[config.mk]
export PLATFORM = sky130hd
export DESIGN_NAME = ac_nch_slice
export DESIGN_NICKNAME = d
export VERILOG_FILES = /design/src/rtl/ac_nch_slice.sv
export SDC_FILE = /design/constraint.sdc
export NUM_CORES = 1
export LEC_CHECK = 0
export BUFFER_PORTS_ARGS = -buffer_cell sky130_fd_sc_hd__clkbuf_2
export CORE_MARGIN = 8
export CORE_UTILIZATION = 56
export CTS_BUF_LIST = sky130_fd_sc_hd__clkbuf_4 sky130_fd_sc_hd__clkbuf_8
export DETAILED_ROUTE_END_ITERATION = 6
export PLACE_DENSITY = 0.84
export SYNTH_ARGS = -nofsm -noshare
export SYNTH_HDL_FRONTEND = slang
export SYNTH_SLANG_ARGS = --single-unit
[constraint.sdc]
create_clock -name clk -period 5.02 [get_ports clk]
set_input_delay 0.753 -clock clk [delete_from_list [all_inputs] [get_ports clk]]
set_output_delay 0.753 -clock clk [all_outputs]
set_load 0.02 [all_outputs]
[src/rtl/ac_nch_slice.sv]
// Multi-channel shift-accumulator for bit-sliced partial products.
// Each channel sums weight slices LSB-first and emits a registered result on the final slice.
module ac_nch_slice #(
    parameter int M   = 16,
    parameter int Pa  = 8,
    parameter int Pw  = 4,
    parameter int NS  = 2,
    parameter int NCH = 4,
    localparam int IW  = $clog2(M) + Pa + 1,
    localparam int RW  = IW + Pw * (NS - 1) + 1,
    localparam int CW  = (NCH > 1) ? $clog2(NCH) : 1,
    localparam int SCW = (NS > 1) ? $clog2(NS) : 1
) (
    input  logic               clk,
    input  logic               rst_n,
    input  logic               valid,
    input  logic               last,
    input  logic               cl_en,
    input  logic [CW-1:0]      sel,
    input  logic [IW-1:0]      in_ac,
    output logic [NCH*RW-1:0]  out_acc,
    output logic [NCH-1:0]     busy,
    output logic               out_valid,
    output logic [CW-1:0]      out_ch,
    output logic [RW-1:0]      out_data
);

    logic [RW-1:0]  r_acc [NCH];
    logic [SCW-1:0] r_cnt [NCH];

    logic           w_sel_ok;
    logic           w_final;
    logic [SCW-1:0] w_cnt;
    logic [RW-1:0]  w_sext;
    logic [RW-1:0]  w_term;
    logic [RW-1:0]  w_sum;

    assign w_sel_ok = (int'(sel) < NCH);
    assign w_cnt    = r_cnt[sel];
    assign w_sext   = RW'($signed(in_ac));
    // Exact slice weighting: the guard bit in RW absorbs the shifted sign
    assign w_term   = w_sext << (Pw * int'(w_cnt));
    assign w_sum    = r_acc[sel] + w_term;
    assign w_final  = last || (w_cnt == SCW'(NS - 1));

    always_ff @(posedge clk or negedge rst_n) begin
        if (!rst_n) begin
            for (int c = 0; c < NCH; c++) begin
                r_acc[c] <= '0;
                r_cnt[c] <= '0;
            end
            out_valid <= 1'b0;
            out_ch    <= '0;
            out_data  <= '0;
        end else begin
            out_valid <= 1'b0;
            if (w_sel_ok) begin
                if (cl_en) begin
                    r_acc[sel] <= '0;
                    r_cnt[sel] <= '0;
                end else if (valid && w_final) begin
                    out_data   <= w_sum;
                    out_ch     <= sel;
                    out_valid  <= 1'b1;
                    r_acc[sel] <= '0;
                    r_cnt[sel] <= '0;
                end else if (valid) begin
                    r_acc[sel] <= w_sum;
                    r_cnt[sel] <= w_cnt + SCW'(1);
                end
            end
        end
    end

    always_comb begin
        out_acc = '0;
        busy    = '0;
        for (int c = 0; c < NCH; c++) begin
            out_acc[c*RW +: RW] = r_acc[c];
            busy[c]             = (r_cnt[c] != '0);
        end
    end

endmodule

==> impl_metrics.prom, run 1 <==
# TYPE chip_impl_metric gauge
chip_impl_info{name="status",value="completed"} 1
chip_impl_info{name="worst_setup_path_end_kind",value="flop"} 1
chip_impl_metric{name="setup_viol_count_final",unit=""} 0
chip_impl_info{name="startpoint_type",value="input port"} 1
chip_impl_metric{name="fp.coreArea",unit="sq um"} 9110
chip_impl_metric{name="gp_congestion",unit=""} 0.910
chip_impl_metric{name="io-pin-count",unit=""} 117
chip_impl_metric{name="routed_wire_length_per_instance",unit="microns"} 20.4
chip_impl_metric{name="postSynth.asyncResetShare",unit="%"} 100
chip_impl_metric{name="vias_per_cell",unit=""} 6.12
chip_impl_metric{name="post-place-ws",unit="ns"} 0.819
chip_impl_metric{name="max_slew_margin",unit="%"} 36.1
chip_impl_metric{name="switchingPower",unit="mW"} 1.55
chip_impl_metric{name="critPathArrivalTime",unit="ns"} 4.17
chip_impl_metric{name="seq_pwr_share",unit="%"} 36.1
chip_impl_metric{name="layout.nets",unit=""} 625
chip_impl_metric{name="ys_ff_latch",unit=""} 97
chip_impl_metric{name="finalWirelength",unit="microns"} 14300
chip_impl_info{name="synth_flop_cell",value="sky130_fd_sc_hd__dfrtp_1"} 1
chip_impl_metric{name="worstPathMaxFanout",unit=""} 18
chip_impl_metric{name="drt_first_iter_violations",unit=""} 291
chip_impl_metric{name="finish.utilization",unit="%"} 65.9
chip_impl_metric{name="final_layout_size_suffix_gt1_share",unit="%"} 33.3
chip_impl_metric{name="start_util",unit="%"} 56.9
chip_impl_metric{name="yosysWarningCount",unit=""} 0
chip_impl_metric{name="die_w",unit="microns"} 112
chip_impl_info{name="tritoncts_clock_tree",value="built"} 1
chip_impl_metric{name="worst_slack",unit="ns"} 1.16
chip_impl_metric{name="timing.final.max_slew_violations",unit=""} 0
chip_impl_metric{name="cts_made_buffers",unit=""} 9
chip_impl_metric{name="gate_count_post_synth",unit=""} 481
chip_impl_metric{name="die_h",unit="microns"} 112
chip_impl_metric{name="gr-total-overflow",unit=""} 0
chip_impl_info{name="worst_flop_to_flop_path_startpoint",value="busy[3]$_DFFE_PN0P_"} 1
chip_impl_metric{name="first_global_vias",unit=""} 4276
chip_impl_metric{name="postCtsHoldBufs",unit=""} 0
chip_impl_metric{name="layoutNonFillerInstCount",unit=""} 703
chip_impl_metric{name="final_min_period_over_clock_period",unit="%"} 76.9
chip_impl_metric{name="ant_nets",unit=""} 0
chip_impl_info{name="crit-reg2reg-capture",value="out_data[16]$_DFFE_PN0P_"} 1
chip_impl_metric{name="dpl_hpwl",unit="microns"} 10700
chip_impl_metric{name="post_synth_num_cell_types",unit=""} 52
chip_impl_metric{name="fin_skew",unit="ns"} 0.0118
chip_impl_metric{name="max_slew.worst_pin.slew",unit="ns"} 0.955
chip_impl_metric{name="postCtsSetupRepairBufs",unit=""} 0
chip_impl_metric{name="area_delta_synth_final",unit="%"} 15.8
chip_impl_metric{name="synth-edff-count",unit=""} 0
chip_impl_metric{name="worst_case_clock_buffer_depth",unit=""} 2
chip_impl_info{name="root_driver",value="sky130_fd_sc_hd__clkbuf_8"} 1
chip_impl_metric{name="rows",unit=""} 35
chip_impl_metric{name="setup_total_negative_slack",unit="ns"} 0
chip_impl_metric{name="vias",unit=""} 4301
chip_impl_info{name="hold_path.class",value="input port to asynchronous set/reset pin"} 1
chip_impl_metric{name="drt-pass1-iter-count",unit=""} 5
chip_impl_metric{name="power.density",unit="nW/um^2"} 570
chip_impl_metric{name="sw_frac_of_total",unit="%"} 45.2
chip_impl_metric{name="cts_num_sinks",unit=""} 97
chip_impl_metric{name="worst_r2r_path_depth",unit=""} 12
chip_impl_info{name="rsz0062_at_grt",value="no"} 1
chip_impl_metric{name="floorplan.die_area",unit="sq um"} 12600
chip_impl_metric{name="syn_nets",unit=""} 519
chip_impl_metric{name="port_buffers",unit=""} 116
chip_impl_info{name="worstSetupStartpoint",value="sel[0]"} 1
chip_impl_metric{name="max_cap_violations",unit=""} 0
chip_impl_metric{name="grt_pass1_wl",unit="microns"} 23100
chip_impl_info{name="timing_worst_setup_path_type",value="input port to flop"} 1
chip_impl_metric{name="clkTransAtPathRegs",unit="ns"} 0.10
chip_impl_metric{name="drcViolationCount",unit=""} 0
chip_impl_metric{name="timing_hold_violations_final",unit=""} 0
chip_impl_metric{name="dp_cells",unit=""} 687
chip_impl_metric{name="syn-mean-instance-area",unit="sq um"} 10.8
chip_impl_metric{name="required_time_of_the_critical_path",unit="ns"} 5.33
chip_impl_metric{name="setup.reg_to_reg.worst_slack",unit="ns"} 1.26
chip_impl_metric{name="netlist_area",unit="sq um"} 5180
chip_impl_metric{name="max_freq",unit="MHz"} 259
chip_impl_metric{name="intPower",unit="mW"} 1.87
chip_impl_metric{name="ir_drop",unit="V"} 0.000259
chip_impl_metric{name="power_share_of_the_clock_group",unit="%"} 15.4
chip_impl_metric{name="post_cts_resized",unit=""} 0
chip_impl_metric{name="yosysSeqAreaShare",unit="%"} 46.8
chip_impl_metric{name="grtUsageTotal",unit="%"} 23.1
chip_impl_metric{name="pin_count_of_the_biggest_net_entering_global_routing",unit=""} 56
chip_impl_metric{name="fillCellCount",unit=""} 707
chip_impl_metric{name="design_power_total",unit="mW"} 3.42
chip_impl_metric{name="grt_antenna_before_repair",unit=""} 0
chip_impl_metric{name="share_comb_of_total_power",unit="%"} 48.4
chip_impl_metric{name="static-leakage-power",unit="nW"} 2.97
chip_impl_metric{name="antenna_cells_inserted",unit=""} 0
chip_impl_metric{name="period_minus_slack",unit="ns"} 3.86
chip_impl_metric{name="htree_num_levels",unit=""} 3
chip_impl_metric{name="clock_insertion_delay_worst_skew",unit="ns"} 0.37
[logic make-up after synthesis]
group / synth area share, %
flip-flops: 46.8
adder cells (fa/ha/maj): 4.49
buffers and inverters: 3.74
XOR/XNOR: 2.70
AND/OR/NAND/NOR: 11.9
multiplexers: 12.2
AO/OA/AOI/OAI: 18.2
[final cells by class]
cell class                 count  area (sq um)  share of cell area, %
sequential                    97          2430                   40.4
multi-input combinational    348          2560                   42.7
clock inverter                 4          52.6                  0.875
tap                          111           139                   2.31
timing repair buffer         124           643                   10.7
clock buffer                  12           153                   2.54
inverter                       7          26.3                  0.438
[worst max-delay path, stage by stage]
cell and delay, ns:
sky130_fd_sc_hd__clkbuf_2 0.11, sky130_fd_sc_hd__mux4_2 0.72, sky130_fd_sc_hd__nor2b_1 0.18, sky130_fd_sc_hd__ha_1 0.22
sky130_fd_sc_hd__inv_1 0.08, sky130_fd_sc_hd__fa_1 0.46, sky130_fd_sc_hd__and2b_1 0.24, sky130_fd_sc_hd__o2111ai_2 0.17
sky130_fd_sc_hd__a2111oi_4 0.42, sky130_fd_sc_hd__nor2_1 0.08, sky130_fd_sc_hd__o21ai_1 0.16, sky130_fd_sc_hd__xor2_1 0.37
sky130_fd_sc_hd__mux2_1 0.21
[through the flow]
stage | hold WS, ns | instance area [sq um]
after CTS | 0.363 | 6000
after global placement | 0.457 | 5800
final | 0.346 | 6000
after floorplan | 0.457 | 5180
after global routing | 0.384 | 6000
after detailed placement | 0.466 | 5800
[cells in the mapped netlist (9+ instances only)]
cell,instances,share of area (%)
sky130_fd_sc_hd__mux2_2,16,3.5
sky130_fd_sc_hd__a21o_1,10,1.4
sky130_fd_sc_hd__mux4_2,19,8.3
sky130_fd_sc_hd__o31ai_1,27,3.9
sky130_fd_sc_hd__dfrtp_1,97,47
sky130_fd_sc_hd__nor2_1,13,0.94
sky130_fd_sc_hd__xor2_1,9,1.5
sky130_fd_sc_hd__clkbuf_1,18,1.3
sky130_fd_sc_hd__ha_1,17,4.1
sky130_fd_sc_hd__o21ai_0,43,4.2
sky130_fd_sc_hd__a21oi_1,14,1.4
sky130_fd_sc_hd__nand2_1,102,7.4
[layout by cell type, fill, tap and decap left out, types with 2 or more instances in the layout]
cell                           n
sky130_fd_sc_hd__a211oi_2      2
sky130_fd_sc_hd__a21o_1       10
sky130_fd_sc_hd__a21oi_1      14
sky130_fd_sc_hd__a22o_1        8
sky130_fd_sc_hd__and3_1        2
sky130_fd_sc_hd__buf_4         9
sky130_fd_sc_hd__clkbuf_2    115
sky130_fd_sc_hd__clkbuf_4      2
sky130_fd_sc_hd__clkbuf_8     10
sky130_fd_sc_hd__clkinvlp_4    3
sky130_fd_sc_hd__dfrtp_1      97
sky130_fd_sc_hd__ha_1         17
sky130_fd_sc_hd__inv_1         6
sky130_fd_sc_hd__mux2_1        2
sky130_fd_sc_hd__mux2_2       16
sky130_fd_sc_hd__mux4_2       19
sky130_fd_sc_hd__nand2_1     102
sky130_fd_sc_hd__nand2b_1      6
sky130_fd_sc_hd__nand3_1       2
sky130_fd_sc_hd__nor2_1       13
sky130_fd_sc_hd__nor2b_1       6
sky130_fd_sc_hd__o211ai_1      4
sky130_fd_sc_hd__o21a_1        2
sky130_fd_sc_hd__o21ai_0      43
sky130_fd_sc_hd__o21ai_1       3
sky130_fd_sc_hd__o21ai_2       6
sky130_fd_sc_hd__o21bai_1      3
sky130_fd_sc_hd__o31ai_1      27
sky130_fd_sc_hd__o31ai_2       3
sky130_fd_sc_hd__or3_1         2
sky130_fd_sc_hd__xnor2_1       7
sky130_fd_sc_hd__xor2_1        9
[how the worst max path moves through the flow]
stage | endpoint | cells after the start
final | out_data[16]$_DFFE_PN0P_ | 13
after floorplan | out_data[16]$_DFFE_PN0P_ | 15
after global routing | out_data[16]$_DFFE_PN0P_ | 13
after global placement | out_data[16]$_DFFE_PN0P_ | 13
after detailed placement | out_data[16]$_DFFE_PN0P_ | 13
after CTS | out_data[16]$_DFFE_PN0P_ | 13
[routing by layer]
metal / vias to the layer above / global-route usage [%] / wire length (microns)
li1: 1944 / - / -
met1: 2131 / 32.8 / 6390
met2: 207 / 34.0 / 6510
met3: 19 / 5.37 / 1240
met4: 0 / 7.37 / 201
met5: - / 0 / 0
[state kept, by name, indices dropped and copies added, names as in the netlist]
signal	count
busy	4
out_acc	72
out_ch	2
out_data	18
out_valid	1
[power by group through the flow]
stage	clock, mW	sequential (mW)	combinational, mW
after floorplan	0	1.51	0.815
after global placement	0	1.23	1.61
after detailed placement	0	1.24	1.64
after CTS	0.529	1.23	1.65
after global routing	0.564	1.26	1.79
final	0.528	1.24	1.66
(Power assumes the default switching activity.)
==> inputs of run 2 (changes only) <==
==> constraint.sdc (replaced) <==
create_clock -name clk -period 3.7 [get_ports clk]
set_input_delay 0.555 -clock clk [delete_from_list [all_inputs] [get_ports clk]]
set_output_delay 0.555 -clock clk [all_outputs]
set_load 0.02 [all_outputs]
==> impl_metrics.prom, run 2 (synthesized netlist as in run 1, its figures left out) <==
# TYPE chip_impl_metric gauge
chip_impl_metric{name="clock_insertion_delay_worst_skew",unit="ns"} 0.36
chip_impl_metric{name="critPathArrivalTime",unit="ns"} 3.88
chip_impl_info{name="root_driver",value="sky130_fd_sc_hd__clkbuf_8"} 1
chip_impl_metric{name="power.density",unit="nW/um^2"} 767
chip_impl_metric{name="area_delta_synth_final",unit="%"} 19.5
chip_impl_metric{name="grt_pass1_wl",unit="microns"} 23700
chip_impl_metric{name="fillCellCount",unit=""} 719
chip_impl_metric{name="drt_first_iter_violations",unit=""} 338
chip_impl_metric{name="max_slew.worst_pin.slew",unit="ns"} 1.42
chip_impl_metric{name="static-leakage-power",unit="nW"} 3.08
chip_impl_metric{name="ant_nets",unit=""} 0
chip_impl_metric{name="setup.reg_to_reg.worst_slack",unit="ns"} 0.12
chip_impl_metric{name="worst_case_clock_buffer_depth",unit=""} 2
chip_impl_metric{name="max_cap_violations",unit=""} 0
chip_impl_metric{name="port_buffers",unit=""} 116
chip_impl_metric{name="post_cts_resized",unit=""} 0
chip_impl_metric{name="io-pin-count",unit=""} 117
chip_impl_metric{name="max_freq",unit="MHz"} 280
chip_impl_metric{name="finalWirelength",unit="microns"} 14900
chip_impl_info{name="worst_flop_to_flop_path_startpoint",value="busy[3]$_DFFE_PN0P_"} 1
chip_impl_info{name="worstPathCellList",value="mux4_2, buf_4, mux2_2, ha_1, o211ai_1, o211ai_1, and3_1, a211oi_2, o211a_1, a311oi_2, buf_4, a22o_1"} 1
chip_impl_metric{name="worstPathMaxFanout",unit=""} 10
chip_impl_metric{name="period_minus_slack",unit="ns"} 3.58
chip_impl_metric{name="required_time_of_the_critical_path",unit="ns"} 4.00
chip_impl_info{name="rsz0062_at_grt",value="no"} 1
chip_impl_metric{name="start_util",unit="%"} 56.9
chip_impl_metric{name="vias",unit=""} 4419
chip_impl_metric{name="layout.nets",unit=""} 649
chip_impl_metric{name="postCtsSetupRepairBufs",unit=""} 0
chip_impl_metric{name="htree_num_levels",unit=""} 3
chip_impl_metric{name="timing_hold_violations_final",unit=""} 0
chip_impl_metric{name="floorplan.die_area",unit="sq um"} 12600
chip_impl_metric{name="fp.coreArea",unit="sq um"} 9110
chip_impl_metric{name="drcViolationCount",unit=""} 0
chip_impl_metric{name="multi_input_area",unit="sq um"} 2580
chip_impl_metric{name="cp.buffers_inverters",unit=""} 2
chip_impl_info{name="hold_path.class",value="input port to asynchronous set/reset pin"} 1
chip_impl_info{name="timing_worst_setup_path_type",value="flop to flop"} 1
chip_impl_metric{name="grt_antenna_before_repair",unit=""} 0
chip_impl_info{name="tritoncts_clock_tree",value="built"} 1
chip_impl_info{name="cp_top_family",value="compound AO/OA/AOI/OAI gates"} 1
chip_impl_info{name="crit-reg2reg-capture",value="out_acc[71]$_DFFE_PN0P_"} 1
chip_impl_metric{name="die_w",unit="microns"} 112
chip_impl_metric{name="max_slew_margin",unit="%"} 5.00
chip_impl_info{name="status",value="completed"} 1
chip_impl_info{name="final_common_cell",value="sky130_fd_sc_hd__clkbuf_2"} 1
chip_impl_metric{name="ir_drop",unit="V"} 0.000323
chip_impl_metric{name="die_h",unit="microns"} 112
chip_impl_metric{name="routed_wire_length_per_instance",unit="microns"} 20.5
chip_impl_metric{name="vias_per_cell",unit=""} 6.08
chip_impl_metric{name="postCtsHoldBufs",unit=""} 0
chip_impl_metric{name="cp.depth",unit=""} 12
chip_impl_metric{name="dpl_hpwl",unit="microns"} 11500
chip_impl_metric{name="cts_made_buffers",unit=""} 9
chip_impl_info{name="worst_setup_path_end_kind",value="flop"} 1
chip_impl_metric{name="timing.final.max_slew_violations",unit=""} 0
chip_impl_info{name="startpoint_type",value="flop"} 1
chip_impl_metric{name="cts_num_sinks",unit=""} 97
chip_impl_metric{name="finish.utilization",unit="%"} 68.0
chip_impl_metric{name="clkTransAtPathRegs",unit="ns"} 0.09
chip_impl_metric{name="layout.area.seq",unit="sq um"} 2430
chip_impl_metric{name="setup_viol_count_final",unit=""} 0
chip_impl_info{name="layout.cells.most_common_list",value="sky130_fd_sc_hd__clkbuf_2 (115), sky130_fd_sc_hd__nand2_1 (102), sky130_fd_sc_hd__dfrtp_1 (97), sky130_fd_sc_hd__o21ai_0 (42), sky130_fd_sc_hd__buf_4 (32)"} 1
chip_impl_metric{name="gr-total-overflow",unit=""} 0
chip_impl_metric{name="largest_register_ffs",unit=""} 72
chip_impl_metric{name="design_power_total",unit="mW"} 4.75
chip_impl_metric{name="fin_skew",unit="ns"} 0.0116
chip_impl_metric{name="final_layout_size_suffix_gt1_share",unit="%"} 36.5
chip_impl_metric{name="pin_count_of_the_biggest_net_entering_global_routing",unit=""} 66
chip_impl_info{name="critical_path.slowest_cell",value="sky130_fd_sc_hd__mux4_2"} 1
chip_impl_metric{name="gp_congestion",unit=""} 0.930
chip_impl_metric{name="grtUsageTotal",unit="%"} 23.9
chip_impl_metric{name="slowest_delay",unit="ns"} 0.57
chip_impl_metric{name="antenna_cells_inserted",unit=""} 0
chip_impl_metric{name="worst_r2r_path_depth",unit=""} 12
chip_impl_metric{name="final_min_period_over_clock_period",unit="%"} 96.6
chip_impl_metric{name="drt-pass1-iter-count",unit=""} 5
chip_impl_metric{name="first_global_vias",unit=""} 4397
chip_impl_metric{name="rows",unit=""} 35
-- run 2: final cells by class --
type                    count  area share [%]
clock inverters             4           0.465
clock buffers              12            2.47
inverters                   7           0.424
multi-input cells         348            41.7
well taps                 111            2.24
flip-flops and latches     97            39.2
repair buffers            148            13.5
-- run 2: per-stage QoR --
stage / setup TNS [ns] / hold slack (ns) / worst slack, ns / instance area (sq um) / instances
after floorplan: 0 / 0.259 / 0.00128 / 5200 / 481
after detailed placement: -1.81 / 0.474 / -0.159 / 6000 / 711
after CTS: 0 / 0.293 / 0.114 / 6180 / 727
after global routing: 0 / 0.340 / 0.00775 / 6190 / 727
final: 0 / 0.263 / 0.124 / 6190 / 727
after global placement: -0.604 / 0.460 / -0.0770 / 6000 / 711
-- run 2: report_power, final --
| group | leakage (nW) | switching (mW) | internal, mW | total (mW) |
|---|---|---|---|---|
| Clock | 0.0894 | 0.355 | 0.278 | 0.633 |
| Sequential | 1.27 | 0.276 | 1.40 | 1.67 |
| Combinational | 1.71 | 1.50 | 0.940 | 2.44 |
-- run 2: routing by layer --
| metal | GRT usage (%) | part of all wire [%] | vias to the layer above |
|---|---|---|---|
| met1 | 33.0 | 43 | 2199 |
| met4 | 8.45 | 1.6 | 0 |
| li1 | - | - | 1979 |
| met5 | 0 | 0 | - |
| met2 | 36.9 | 47 | 218 |
| met3 | 4.29 | 8.0 | 23 |
-- run 2: worst max path at each step --
| stage | startpoint | to |
|---|---|---|
| after floorplan | sel[0] | out_data[16]$_DFFE_PN0P_ |
| after global placement | sel[0] | out_data[16]$_DFFE_PN0P_ |
| after detailed placement | sel[0] | out_acc[14]$_DFFE_PN0P_ |
| after CTS | busy[3]$_DFFE_PN0P_ | out_acc[14]$_DFFE_PN0P_ |
| after global routing | busy[3]$_DFFE_PN0P_ | out_acc[71]$_DFFE_PN0P_ |
| final | busy[3]$_DFFE_PN0P_ | out_acc[71]$_DFFE_PN0P_ |
==> inputs of run 3 (changes only) <==
--- a/config.mk
+++ b/config.mk
@@ -8,7 +8,7 @@
 export BUFFER_PORTS_ARGS = -buffer_cell sky130_fd_sc_hd__clkbuf_2
 export CORE_MARGIN = 8
 export CORE_UTILIZATION = 56
-export CTS_BUF_LIST = sky130_fd_sc_hd__clkbuf_4 sky130_fd_sc_hd__clkbuf_8
+export CTS_BUF_LIST = sky130_fd_sc_hd__clkbuf_4
 export DETAILED_ROUTE_END_ITERATION = 6
 export PLACE_DENSITY = 0.84
 export SYNTH_ARGS = -nofsm -noshare
==> impl_metrics.prom, run 3 (synthesized netlist as in run 1, its figures left out) <==
# TYPE chip_impl_metric gauge
chip_impl_metric{name="rows",unit=""} 35
chip_impl_metric{name="timing.final.max_slew_violations",unit=""} 0
chip_impl_metric{name="antenna_cells_inserted",unit=""} 0
chip_impl_metric{name="grt_pass1_wl",unit="microns"} 23700
chip_impl_metric{name="ir_drop",unit="V"} 0.000314
chip_impl_metric{name="ant_nets",unit=""} 0
chip_impl_metric{name="timing_hold_violations_final",unit=""} 0
chip_impl_metric{name="worst_slack",unit="ns"} 0.156
chip_impl_metric{name="vias_per_cell",unit=""} 6.02
chip_impl_metric{name="start_util",unit="%"} 56.9
chip_impl_metric{name="slowest_delay",unit="ns"} 0.57
chip_impl_metric{name="gr-total-overflow",unit=""} 0
chip_impl_metric{name="cp.depth",unit=""} 12
chip_impl_metric{name="required_time_of_the_critical_path",unit="ns"} 4.09
chip_impl_info{name="rsz0062_at_grt",value="no"} 1
chip_impl_metric{name="fillCellCount",unit=""} 738
chip_impl_metric{name="die_h",unit="microns"} 112
chip_impl_metric{name="worst_r2r_path_depth",unit=""} 12
chip_impl_metric{name="worstPathMaxFanout",unit=""} 10
chip_impl_metric{name="layout.area.seq",unit="sq um"} 2430
chip_impl_metric{name="first_global_vias",unit=""} 4414
chip_impl_metric{name="power.density",unit="nW/um^2"} 752
chip_impl_metric{name="die_w",unit="microns"} 112
chip_impl_metric{name="fin_skew",unit="ns"} 0.0199
chip_impl_info{name="worstPathCellList",value="mux4_2, buf_4, mux2_2, ha_2, o211ai_1, o211ai_1, and3_1, a211oi_2, o211a_1, a311oi_2, buf_4, a22o_1"} 1
chip_impl_metric{name="grt_antenna_before_repair",unit=""} 0
chip_impl_metric{name="dpl_hpwl",unit="microns"} 11500
chip_impl_metric{name="static-leakage-power",unit="nW"} 3.05
chip_impl_metric{name="max_freq",unit="MHz"} 282
chip_impl_metric{name="critPathArrivalTime",unit="ns"} 3.94
chip_impl_info{name="layout.cells.most_common_list",value="sky130_fd_sc_hd__clkbuf_2 (115), sky130_fd_sc_hd__nand2_1 (102), sky130_fd_sc_hd__dfrtp_1 (97), sky130_fd_sc_hd__o21ai_0 (42), sky130_fd_sc_hd__buf_4 (32)"} 1
chip_impl_info{name="critical_path.slowest_cell",value="sky130_fd_sc_hd__mux4_2"} 1
chip_impl_metric{name="vias",unit=""} 4377
chip_impl_info{name="final_common_cell",value="sky130_fd_sc_hd__clkbuf_2"} 1
chip_impl_metric{name="routed_wire_length_per_instance",unit="microns"} 20.4
chip_impl_metric{name="htree_num_levels",unit=""} 3
chip_impl_info{name="root_driver",value="sky130_fd_sc_hd__clkbuf_4"} 1
chip_impl_metric{name="finalWirelength",unit="microns"} 14900
chip_impl_metric{name="drcViolationCount",unit=""} 0
chip_impl_metric{name="multi_input_area",unit="sq um"} 2580
chip_impl_metric{name="drt-pass1-iter-count",unit=""} 5
chip_impl_info{name="tritoncts_clock_tree",value="built"} 1
chip_impl_metric{name="floorplan.die_area",unit="sq um"} 12600
chip_impl_info{name="cp_top_family",value="compound AO/OA/AOI/OAI gates"} 1
chip_impl_metric{name="postCtsSetupRepairBufs",unit=""} 0
chip_impl_metric{name="max_slew.worst_pin.slew",unit="ns"} 1.38
chip_impl_metric{name="area_delta_synth_final",unit="%"} 18.2
chip_impl_metric{name="cts_made_buffers",unit=""} 9
chip_impl_metric{name="max_slew_margin",unit="%"} 7.86
chip_impl_metric{name="fp.coreArea",unit="sq um"} 9110
chip_impl_metric{name="final_min_period_over_clock_period",unit="%"} 95.8
chip_impl_metric{name="cp.buffers_inverters",unit=""} 2
chip_impl_metric{name="clock_insertion_delay_worst_skew",unit="ns"} 0.45
chip_impl_metric{name="grtUsageTotal",unit="%"} 23.8
chip_impl_metric{name="clkTransAtPathRegs",unit="ns"} 0.15
chip_impl_metric{name="cts_num_sinks",unit=""} 97
chip_impl_metric{name="postCtsHoldBufs",unit=""} 0
chip_impl_metric{name="design_power_total",unit="mW"} 4.61
chip_impl_metric{name="largest_register_ffs",unit=""} 72
chip_impl_metric{name="setup_viol_count_final",unit=""} 0
chip_impl_info{name="timing_worst_setup_path_type",value="flop to flop"} 1
chip_impl_info{name="worst_setup_path_end_kind",value="flop"} 1
chip_impl_metric{name="gp_congestion",unit=""} 0.930
chip_impl_metric{name="worst_case_clock_buffer_depth",unit=""} 2
chip_impl_info{name="hold_path.class",value="input port to asynchronous set/reset pin"} 1
chip_impl_metric{name="port_buffers",unit=""} 116
chip_impl_metric{name="drt_first_iter_violations",unit=""} 270
chip_impl_info{name="status",value="completed"} 1
chip_impl_metric{name="layout.nets",unit=""} 649
chip_impl_metric{name="max_cap_violations",unit=""} 0
chip_impl_metric{name="period_minus_slack",unit="ns"} 3.54
chip_impl_metric{name="final_layout_size_suffix_gt1_share",unit="%"} 36.5
chip_impl_metric{name="io-pin-count",unit=""} 117
chip_impl_info{name="startpoint_type",value="flop"} 1
chip_impl_metric{name="pin_count_of_the_biggest_net_entering_global_routing",unit=""} 66
chip_impl_metric{name="post-place-ws",unit="ns"} -0.159
run 3: changes by cell type in the layout (fill, tap and decap cells not counted):
| cell | change |
|---|---|
| sky130_fd_sc_hd__clkinv_1 | +1 |
| sky130_fd_sc_hd__clkbuf_4 | +9 |
| sky130_fd_sc_hd__ha_1 | -1 |
| sky130_fd_sc_hd__ha_2 | +1 |
| sky130_fd_sc_hd__clkbuf_8 | -10 |
run 3: path summary, 6_finish.rpt:
check                                   startpoint                      end  slack (ns)
setup / recovery               busy[3]$_DFFE_PN0P_  out_acc[71]$_DFFE_PN0P_        0.16
hold reg to reg            out_data[8]$_DFFE_PN0P_  out_data[8]$_DFFE_PN0P_        0.50
max in group asynchronous                    rst_n  out_acc[70]$_DFFE_PN0P_        2.77
setup reg to reg               busy[3]$_DFFE_PN0P_  out_acc[71]$_DFFE_PN0P_        0.16
min in group clk           out_data[8]$_DFFE_PN0P_  out_data[8]$_DFFE_PN0P_        0.50
hold / removal                               rst_n  out_data[4]$_DFFE_PN0P_        0.16
run 3: area by class of cell:
cell class,count,area share (%)
multi-input cells,348,42.2
flip-flops and latches,97,39.6
repair buffers,148,13.6
well taps,111,2.27
clock buffers,11,1.35
clock inverters,5,0.531
inverters,7,0.429
run 3: repair_timing:
action                                  CTS  global route
resized for setup                         0             4
hold endpoints to repair                  0             0
endpoints found under the setup margin    0            15
run 3: power by group:
| group | switching (mW) | internal, mW |
|---|---|---|
| combinational | 1.50 | 0.941 |
| clock | 0.345 | 0.151 |
| sequential | 0.274 | 1.40 |
| total | 2.12 | 2.49 |
run 3: layer usage:
layer,GRT usage [%],vias to the layer above,share of wire [%]
met5,0,-,0
met4,8.27,0,1.4
met1,32.9,2162,44
met2,37.1,211,47
met3,4.29,17,7.6
li1,-,1987,-
run 3: worst reg2reg max path, delay by kind of cell, from the launching register on:
kind                     cells  cell delay, ns
AND/OR/NAND/NOR              1            0.24
buffers and inverters        2            0.42
adder cells (fa/ha/maj)      1            0.38
flip-flops                   1            0.43
AO/OA/AOI/OAI                6            1.18
multiplexers                 2            0.85
run 3: metrics by stage:
step,hold slack [ns],TNS [ns],std cells,cell area [sq um],util [%]
6_report,0.158,0,727,6130,67.3
5_1_grt,0.235,0,727,6130,67.3
3_3_place_gp,0.460,-0.604,711,6000,65.8
3_5_place_dp,0.474,-1.81,711,6000,65.8
2_1_floorplan,0.259,0,481,5200,-
4_1_cts,0.192,0,727,6110,67.1
